**src/rtl/arb_pkg.sv**
```systemverilog
// Shared definitions for the 16-way round-robin arbiter: FSM encoding and sizes.
package arb_pkg;

  localparam int NREQ  = 16;
  localparam int IDX_W = 4;

  typedef enum logic {
    ST_IDLE = 1'b0,
    ST_BUSY = 1'b1
  } state_t;

endpackage

```
**src/rtl/dec4to16.sv**
```systemverilog
// 4-to-16 one-hot decoder with an enable; all outputs low when en is low.
module dec4to16 (
  input  logic [3:0]  idx,
  input  logic        en,
  output logic [15:0] dec
);

  genvar gi;
  generate
    for (gi = 0; gi < 16; gi++) begin : g_dec
      assign dec[gi] = en && (idx == 4'(gi));
    end
  endgenerate

endmodule

```
**src/rtl/rr_arbiter16.sv**
```systemverilog
// Round-robin arbiter for one shared 16-way resource. Ownership is held until done,
// request drop, or the hold limit; grant is decoded purely from registered state.
module rr_arbiter16
  import arb_pkg::*;
#(
  parameter int MAX_HOLD = 64,
  parameter int CNT_W    = 8
) (
  input  logic             clk,
  input  logic             rst,
  input  logic [NREQ-1:0]  req,
  input  logic             done,
  output logic [NREQ-1:0]  grant,
  output logic [IDX_W-1:0] grant_id,
  output logic             busy,
  output logic             timeout
);

  localparam logic [CNT_W-1:0] HOLD_LAST = CNT_W'((MAX_HOLD == 0) ? 0 : MAX_HOLD - 1);

  state_t             state_reg;
  logic [IDX_W-1:0]   grant_id_reg;
  logic [IDX_W-1:0]   ptr_reg;
  logic [CNT_W-1:0]   hold_cnt_reg;
  logic               busy_reg;
  logic               timeout_reg;

  logic [IDX_W-1:0]   pick_next;
  logic               owner_quit;
  logic               limit_hit;

  // First requester at or after the pointer, scanning upward with 4-bit wrap.
  function automatic logic [IDX_W-1:0] rr_pick(input logic [NREQ-1:0] r,
                                               input logic [IDX_W-1:0] p);
    logic [IDX_W-1:0] sel;
    logic [IDX_W-1:0] idx;
    logic             found;
    sel   = p;
    found = 1'b0;
    for (int k = 0; k < NREQ; k++) begin
      idx = p + IDX_W'(k);
      if (!found && r[idx]) begin
        sel   = idx;
        found = 1'b1;
      end
    end
    return sel;
  endfunction

  assign pick_next  = rr_pick(req, ptr_reg);
  assign owner_quit = done || !req[grant_id_reg];
  assign limit_hit  = (MAX_HOLD != 0) && (hold_cnt_reg == HOLD_LAST);

  always_ff @(posedge clk) begin
    if (rst) begin
      state_reg    <= ST_IDLE;
      grant_id_reg <= '0;
      ptr_reg      <= '0;
      hold_cnt_reg <= '0;
      busy_reg     <= 1'b0;
      timeout_reg  <= 1'b0;
    end else begin
      timeout_reg <= 1'b0;
      case (state_reg)
        ST_IDLE: begin
          if (req != '0) begin
            grant_id_reg <= pick_next;
            hold_cnt_reg <= '0;
            busy_reg     <= 1'b1;
            state_reg    <= ST_BUSY;
          end
        end
        ST_BUSY: begin
          if (owner_quit || limit_hit) begin
            // A voluntary release wins over the hold limit when both occur together.
            timeout_reg <= limit_hit && !owner_quit;
            ptr_reg     <= grant_id_reg + 1'b1;
            busy_reg    <= 1'b0;
            state_reg   <= ST_IDLE;
          end else if (hold_cnt_reg != '1) begin
            hold_cnt_reg <= hold_cnt_reg + 1'b1;
          end
        end
        default: begin
          busy_reg  <= 1'b0;
          state_reg <= ST_IDLE;
        end
      endcase
    end
  end

  dec4to16 u_dec (
    .idx (grant_id_reg),
    .en  (busy_reg),
    .dec (grant)
  );

  assign grant_id = grant_id_reg;
  assign busy     = busy_reg;
  assign timeout  = timeout_reg;

endmodule

```
**config.mk**
```make
export PLATFORM = sky130hd
export DESIGN_NAME = rr_arbiter16
export DESIGN_NICKNAME = d
export VERILOG_FILES = /design/src/rtl/arb_pkg.sv /design/src/rtl/dec4to16.sv /design/src/rtl/rr_arbiter16.sv
export SDC_FILE = /design/constraint.sdc
export NUM_CORES = 1
export LEC_CHECK = 0
export ABC_AREA = 1
export BUFFER_PORTS_ARGS = -buffer_cell sky130_fd_sc_hd__buf_2
export CORE_AREA = 3 3 90 101
export DETAILED_ROUTE_END_ITERATION = 7
export DIE_AREA = 0 0 93 104
export MAX_ROUTING_LAYER = met4
export PLACE_DENSITY_LB_ADDON = 0.08
export RECOVER_POWER = 50
export REMOVE_ABC_BUFFERS = 1
export SETUP_SLACK_MARGIN = 0.2
export SLEW_MARGIN = 20
export SYNTH_ARGS = -nofsm -noshare
export SYNTH_HDL_FRONTEND = slang
export SYNTH_SLANG_ARGS = --single-unit
```
**constraint.sdc**
```tcl
create_clock -name clk -period 8.3 [get_ports clk]
set_input_delay 0 -clock clk [delete_from_list [all_inputs] [get_ports clk]]
set_output_delay 0 -clock clk [all_outputs]
set_load 0.03 [all_outputs]
```
==> results of run 1 <==
## synthesized netlist by cell type (3+ instances only)
cell,instances,area (sq um)
nor2_1,62,233
xor2_1,11,96.3
inv_2,6,22.5
o22ai_1,4,25.0
buf_4,4,30.0
a21oi_1,21,105
dfxtp_1,19,380
nand2_1,169,634
nand3_1,96,480
nor3_1,6,30.0
o21ai_0,24,120
o21ai_1,3,15.0
nor4_1,6,37.5
ha_1,12,150
clkinv_1,3,11.3
inv_1,55,206
buf_2,5,25.0
nand4_1,6,37.5
## cell type report
class	instances	area, sq um
well taps	111	139
multi-input cells	439	2120
repair buffers	40	176
clock buffers	4	45.0
flip-flops and latches	19	380
inverters	64	240
fillers	965	5130
## power by group
| part | switching (mW) | total, mW | internal, mW | leakage [nW] |
|---|---|---|---|---|
| logic | 0.511 | 0.732 | 0.221 | 1.34 |
| clock network | 0.0267 | 0.0607 | 0.0340 | 0.0228 |
| registers | 0.0500 | 0.157 | 0.106 | 0.155 |
## through the flow
stage          power (mW)  util, %  hold slack, ns
2_1_floorplan       0.692        -          0.0691
3_3_place_gp        0.892     37.4           0.279
3_5_place_dp        0.890     37.4           0.275
4_1_cts             0.955     37.9         0.00768
5_1_grt              1.06     37.7         0.00508
6_report            0.949     37.7          0.0124
## kinds of logic (layout without fill, tap and decap cells)
family | count (synthesis) | after routing
adders and majority gates | 12 | 12
buffers and inverters | 76 | 108
and+or+nand+nor | 355 | 355
xor gates and xnor gates | 13 | 13
DFF | 19 | 19
AOI/OAI and AO/OA | 59 | 59
## metal layers
| metal | GRT usage (%) | vias up |
|---|---|---|
| met4 | 3.98 | 0 |
| li1 | - | 1803 |
| met2 | 31.5 | 91 |
| met1 | 26.7 | 1485 |
| met3 | 0.651 | 10 |
| met5 | - | - |
## critical path: cells and delay by family, from the launching register on
kind,cells,cell delay [ns]
buffers and inverters,4,0.80
adder cells (fa/ha/maj),1,0.57
XOR/XNOR,1,0.23
flip-flops,1,0.82
AND/OR/NAND/NOR,19,2.04
## worst min-delay path by stage
| stage | to | slack, ns | cells after the start |
|---|---|---|---|
| 6_report | hold_cnt_reg[1] | 0.01 | 2 |
| 5_1_grt | grant_id[2] | 0.005 | 2 |
| 4_1_cts | hold_cnt_reg[1] | 0.008 | 2 |
| 3_5_place_dp | grant_id[1] | 0.28 | 2 |
| 3_3_place_gp | hold_cnt_reg[1] | 0.28 | 2 |
| 2_1_floorplan | grant_id[1] | 0.07 | 1 |
## cells in the final DEF (no fill, tap or decap), types with 2 or more instances in the layout
master | netlist | layout
a21oi_1 | 21 | 21
buf_2 | 5 | 21
clkbuf_1 | 2 | 20
clkbuf_8 | 0 | 3
clkinv_1 | 3 | 3
dfxtp_1 | 19 | 19
ha_1 | 12 | 12
inv_1 | 55 | 55
inv_2 | 6 | 6
nand2_1 | 169 | 169
nand2_2 | 2 | 2
nand3_1 | 96 | 96
nand4_1 | 6 | 6
nor2_1 | 62 | 62
nor2_2 | 2 | 2
nor2_4 | 2 | 2
nor3_1 | 6 | 6
nor4_1 | 6 | 6
o21a_1 | 2 | 2
o21ai_0 | 24 | 24
o21ai_1 | 3 | 3
o22ai_1 | 4 | 4
xor2_1 | 11 | 11
==> results.txt, run 1 <==
* Status: complete, no violations
- The final count of hold timing violations was 0.
- Start point of the critical path: ptr_reg[0]
- After detailed routing, the average wire length per cell comes to 13.7 um.
* RSZ-0062 raised after global routing: false
- The core region is 8230 sq um.
- Complex-gate fraction of the synthesized area: 11.3%
- Once placement completed, the tool counted placed cells totaling 673.
- Avg Inst Size Synth: 5.27 sq um
* Top Layer Used: met4
* Worst Clk Skew: 0.00362 ns
- After Yosys synthesis, and, or, nand and nor cells account for 54.4% of the synthesized area.
* Share of synthesized area occupied by flip-flops and latches: 13.5%
- Floorplan die area: 9670 sq um
- Clock latency on the worst-skew pair: 0.25 ns
- Dividing total power by cell area gives a power density of 306 nW/um^2.
* Antenna diodes: 0
* Upper clock frequency limit: 219 MHz
* Buffers inserted by post-CTS timing repair: 0
- Number of warnings issued by yosys: 0
- Remaining antenna violation count after routing: 0
- Setup slack after layout: 3.72 ns
- After the last flow step, the layout net total stands at 598.
- At the pin with the least slew margin, the transition time is 0.772 ns.
* Dominant cell type by count on the critical path: nand2_1
- The routed layout has 3389 vias.
- Clock sinks: 19
- Pin count of the biggest net entering global routing: 23
- Total count of max-transition violations in the final report: 0
* Total placed instance area: 3080 sq um
- The worst setup path is launched from a flip-flop.
- Final non-filler cell total: 677
* Cts bufs inserted: 3
- Post-synthesis share of cell area spent on full adders, half adders and majority gates: 5.34%
* Cell area after synthesis: 2810 sq um
* Class of the most critical hold timing path: in2reg
- Antenna violations before repair: 0
- Number of synthesized flops with an enable pin: 0
- Number of I/O pins: 41
- Number of distinct library cells after synthesis: 35
* Count of buffers from port buffering: 40
- STA puts the critical path data arrival time at 4.72 ns.
- Final period util: 55.1%
* Maxcap violations: 0
- Met3 wirelength from detailed routing: 355 um
- Start-to-end type of the worst setup path: reg2reg
- The clock passes through at most 2 buffers.
- Reg-to-reg endpoint: grant_id[0]
* GRT overflow: 0
- Post-placement setup slack: 3.78 ns
- Row count: 35
- Final Instance Area: 3100 sq um
* Post-synth top flop: dfxtp_1
- Length of routed wiring on met1: 4.42 mm
- Worst-case reg-to-reg path depth: 25
- After clock tree synthesis, the flow added hold-fix buffers numbering 0.
- Summing the areas of all xor and xnor instances in the mapped netlist gives 4.31% of the synthesized area.
- TritonCTS built the clock tree.
* Resized cells post-CTS: 0
- Final RePlAce weighted congestion: 0.909
* Width of the chip: 93 um
- Dividing the detail-routed via count by the number of cells gives 5.01.
* Total iterations of the first detailed-routing run: 5
- CTS placed an instance of clkbuf_8 at the clock tree root.
- Combined global-route utilization of all metal layers: 19.3%
- By area, the combinational part of the netlist is dominated by simple AND/OR/NAND/NOR gates.
- The first global-routing pass estimated 15.0 mm of wire.
* Type of element capturing the critical path: flip-flop
- Of all nets on the critical path, the largest fanout is 22.
* Post-route DRC violation count: 0
- The routed design uses 4.36 mm of met2 wire.
- In the final timing run, aggregate negative setup slack is 0 ns.
* Area grow syn2layout: 10.2%
* Worst setup slack for register-to-register paths: 3.72 ns
* Via count of the first global-routing pass: 3096
* Max-slew headroom at the worst pin: 48.5%
- Setup violations remaining at the end of the flow were counted as 0.
- Max FFs per register: 8
- Counting flops and latches in the post-synthesis netlist gives 19.
- The die is 104 um tall.
- The analysis attributes to cell leakage a power of 1.52 nW.
* Minimum clock period after layout: 4.58 ns
- The initial utilization of the core area, before any placement, comes to 34.2%.
- The largest individual stage delay along the critical path comes from the cell dfxtp_1.
- The worst-case IR drop observed on VDD is 132 uV.
- The wire-length estimate of the detail-placed layout is 7.61 mm.
- For this run, asynchronously set or reset flops after synthesis account for 0%.
* Hold path start: rst
- Detailed Route Iter0 Violations: 157
- Deepest level of the CTS H-tree: 1
* Data required time at the worst endpoint: 8.45 ns
- Multiplexer cells account for 0% of the synthesized area.
* Clock Pin Slew Worst Setup and Hold Paths: 0.07 ns
- In the final layout, the share of cells above drive strength 1 is 7.07%.
- The worst register-to-register path begins at ptr_reg[0].
- After detailed routing, the total wire length is 9.29 mm.
- Synthesis produced 534 cells.
* Destination of the critical timing path: grant_id[0]
- Critical Path Max Stage Delay: 0.82 ns
Note: power is estimated with default switching activity, not from simulation.
==> inputs of run 2 (changes only) <==
- clock period: 8.3 -> 3.8 ns (I/O delays scaled with it)
==> run 2 against run 1 <==
  * Combinational power increased by 150%
  * Clock skew about the same
  * Global-route usage increased by 1.9 points
  * Die area unchanged
  * Cell count increased by 3.1%
  * Largest power group unchanged
==> results.txt, run 2 (synthesized netlist as in run 1, its figures left out) <==
* Status: complete, no violations (unchanged)
- The total cell area at the placement stage came to 3140 sq um (was 3080 sq um).
- Remaining antenna violation count after routing: 0 (unchanged)
- The overall routed net length came to 9.80 mm (was 9.29 mm).
- The wire length per cell after detailed routing is 14.0 um (was 13.7 um).
- Setup slack after layout: 0.576 ns (was 3.72 ns)
- TritonCTS clock tree: done (unchanged)
- The minimum period implied by the final worst setup slack is 3.22 ns (was 4.58 ns).
- The length of the first detailed-routing pass in iterations came to 5 (unchanged).
- The standard-cell row count is 35 (unchanged).
- Vias after detailed routing: 3501 (was 3389)
* Number of setup violations in the final report: 0 (unchanged)
* Clock latency on the worst-skew pair: 0.26 ns (was 0.25 ns)
- Type of element capturing the critical path: flip-flop (unchanged)
- The clock-pin slew of the registers on the worst-case setup and hold paths came to 0.07 ns (about the same).
* Critical path startpoint category: flip-flop (unchanged)
- The startpoint of the lowest-slack hold path is rst (unchanged).
- The worst slew margin relative to its limit came to 68.7% (was 48.5%).
- The total congestion overflow is 0 (unchanged).
* Post-placement setup slack: 0.246 ns (was 3.78 ns)
- Top fanout value on the critical path: 21 (was 22)
- Area grow syn2layout: 19.4% (was 10.2%)
- The required time reported for the critical path endpoint came to 3.96 ns (was 8.45 ns).
- Count of buffers from port buffering: 40 (unchanged)
- The initial antenna violation count came to 0 (unchanged).
* Detailed Route Iter0 Violations: 186 (was 157)
* Setup TNS: 0 ns (unchanged)
- Post-route DRC violation count: 0 (unchanged)
- Core Box Area: 8230 sq um (unchanged)
- The static leakage is 1.63 nW (was 1.52 nW).
- The count of clock tree sinks came to 19 (unchanged).
- The clock buffer count from CTS came to 3 (unchanged).
- Total count of max-transition violations in the final report: 0 (unchanged)
- The worst hold path class is in2reg (unchanged).
* Worst-case reg-to-reg path depth: 19 (was 25)
- The most frequent standard cell in the layout excluding fill and tap cells is nand2_1 (unchanged).
- The peak supply drop is 308 uV (was 132 uV).
* Via count of the first global-routing pass: 3376 (was 3096)
- The fraction of final layout cells sized beyond drive strength 1 is 12.9% (was 7.07%).
- Final hold vios: 0 (unchanged)
* Dominant cell type by count on the critical path: nand2_1 (unchanged)
- The signal on the critical path passes through buf_6 > ha_2 > xor2_2 > o21ai_0 > a21oi_2 > nand3_2 > nor2_2 > nand3_1 > inv_2 > nand2_2 > nor2_4 > nand2_1 > nor2_4 > nand2_1 > nand3_1 > xor2_1 > nand2_1 > nand2_1 > inv_1.
* Detail-routed via count per cell: 5.02 (was 5.01)
- The buffer cell driving the clock tree root is clkbuf_8 (unchanged).
- The post-route core utilization came to 40.8% (was 37.7%).
- The die outline area came to 9670 sq um (unchanged).
- Hold-critical path depth: 2 (unchanged)
- The register-to-register setup slack was 0.58 ns (was 3.72 ns).
* Final RePlAce weighted congestion: 0.909 (about the same)
* Combined global-route utilization of all metal layers: 21.2% (was 19.3%)
- Commonest cells after routing, fill and taps aside: nand2_1, nand3_1, nor2_1 (unchanged)
- Fin Hold WS: 0.00506 ns (was 0.0124 ns)
* RSZ-0062 raised after global routing: false (unchanged)
* Reg-to-reg endpoint: grant_id[0] (unchanged)
- Wire length of the first global-routing pass: 16.5 mm (was 15.0 mm)
- The endpoint with the worst hold slack is state_reg (was hold_cnt_reg[1]).
- The total power density per cell area was 675 nW/um^2 (was 306 nW/um^2).
- Die extent in y: 104 um (unchanged)
- The achievable frequency came to 310 MHz (was 219 MHz).
- Critical Path Max Stage Delay: 0.36 ns (was 0.82 ns)
- Start-to-end type of the worst setup path: reg2reg (unchanged)
- Number of I/O pins: 41 (unchanged)
- The maximum count of clock buffers along a single path was 2 (unchanged).
* Start point of the critical path: ptr_reg[0] (unchanged)
- Half-perimeter wire length after placement: 7.89 mm (was 7.61 mm)
- Initial cell density of the core: 34.2% (unchanged)
- The number of flip-flops in the largest register was 8 (unchanged).
* Antenna diodes: 0 (unchanged)
- The endpoint arrival time on the critical path came to 3.39 ns (was 4.72 ns).
* Final Instance Area: 3360 sq um (was 3100 sq um)
- Worst Clk Skew: 0.00370 ns (was 0.00362 ns)
- Critical Path Slowest Stage Cell: dfxtp_1 (unchanged)
* Final period util: 84.9% (was 55.1%)
* Final layout net count: 619 (was 598)
- The slew at the pin closest to its max-slew limit came to 0.465 ns (was 0.772 ns).
- The maximum level of the CTS H-tree came to 1 (unchanged).
- Pin count of the biggest net entering global routing: 22 (was 23)
- The critical register-to-register path startpoint is ptr_reg[0] (unchanged).
* Width of the chip: 93 um (unchanged)
- The max-cap check violation count came to 0 (unchanged).
[run 2: cell count changes in the layout (fill, tap and decap cells not counted), sizes merged]
cell	change
buf	+19
clkbuf	+1
clkinv	-1
clkinvlp	+1
dlygate4sd3	+1
[run 2: metrics by stage]
stage | power [mW] | instances
4_1_cts | 2.15 | 686
3_3_place_gp | 2.00 | 681
3_5_place_dp | 2.00 | 681
2_1_floorplan | 1.51 | 522
5_1_grt | 2.55 | 698
6_report | 2.27 | 698
[run 2: routing by layer]
metal	share of wire (%)	global-route usage [%]	up-vias
met4	1.6	4.61	0
met3	3.1	0.941	13
met5	0	-	-
li1	-	-	1839
met2	49	36.2	83
met1	46	27.7	1566
[run 2: cell type report]
class                           count  area [sq um]
Sequential cell                    19           382
Inverter                           64           244
Fill cell                        1002          4870
Tap cell                          111           139
Clock buffer                        4          45.0
Multi-Input combinational cell    439          2200
Timing Repair Buffer               61           347
[run 2: what timing repair did]
| item | CTS | global route |
|---|---|---|
| setup buffers | 0 | 12 |
| hold buffers | 1 | 0 |
| gates resized for setup | 0 | 22 |
| setup endpoints to repair | 0 | 4 |
| endpoints found under the hold margin | 1 | 0 |
[run 2: worst max-delay path: cells and delay by family, from the launching register on]
| kind | cells | cell delay (ns) |
|---|---|---|
| buffers and inverters | 3 | 0.33 |
| AOI/OAI and AO/OA | 2 | 0.56 |
| and+or+nand+nor | 11 | 1.12 |
| DFF | 1 | 0.36 |
| adders and majority gates | 1 | 0.25 |
| xor gates and xnor gates | 2 | 0.50 |
[run 2: worst max path at each step]
stage | depth (start not counted) | slack, ns | to
4_1_cts | 19 | 0.23 | grant_id[0]
6_report | 19 | 0.58 | grant_id[0]
2_1_floorplan | 25 | 0.19 | grant_id[0]
3_5_place_dp | 19 | 0.25 | grant_id[0]
5_1_grt | 24 | 0.20 | grant_id[0]
3_3_place_gp | 20 | 0.18 | grant_id[2]
[run 2: report_power, final]
| group | switching [mW] | internal, mW |
|---|---|---|
| Combinational | 1.21 | 0.599 |
| Clock | 0.0697 | 0.0747 |
| Sequential | 0.0758 | 0.233 |
| Total | 1.36 | 0.907 |
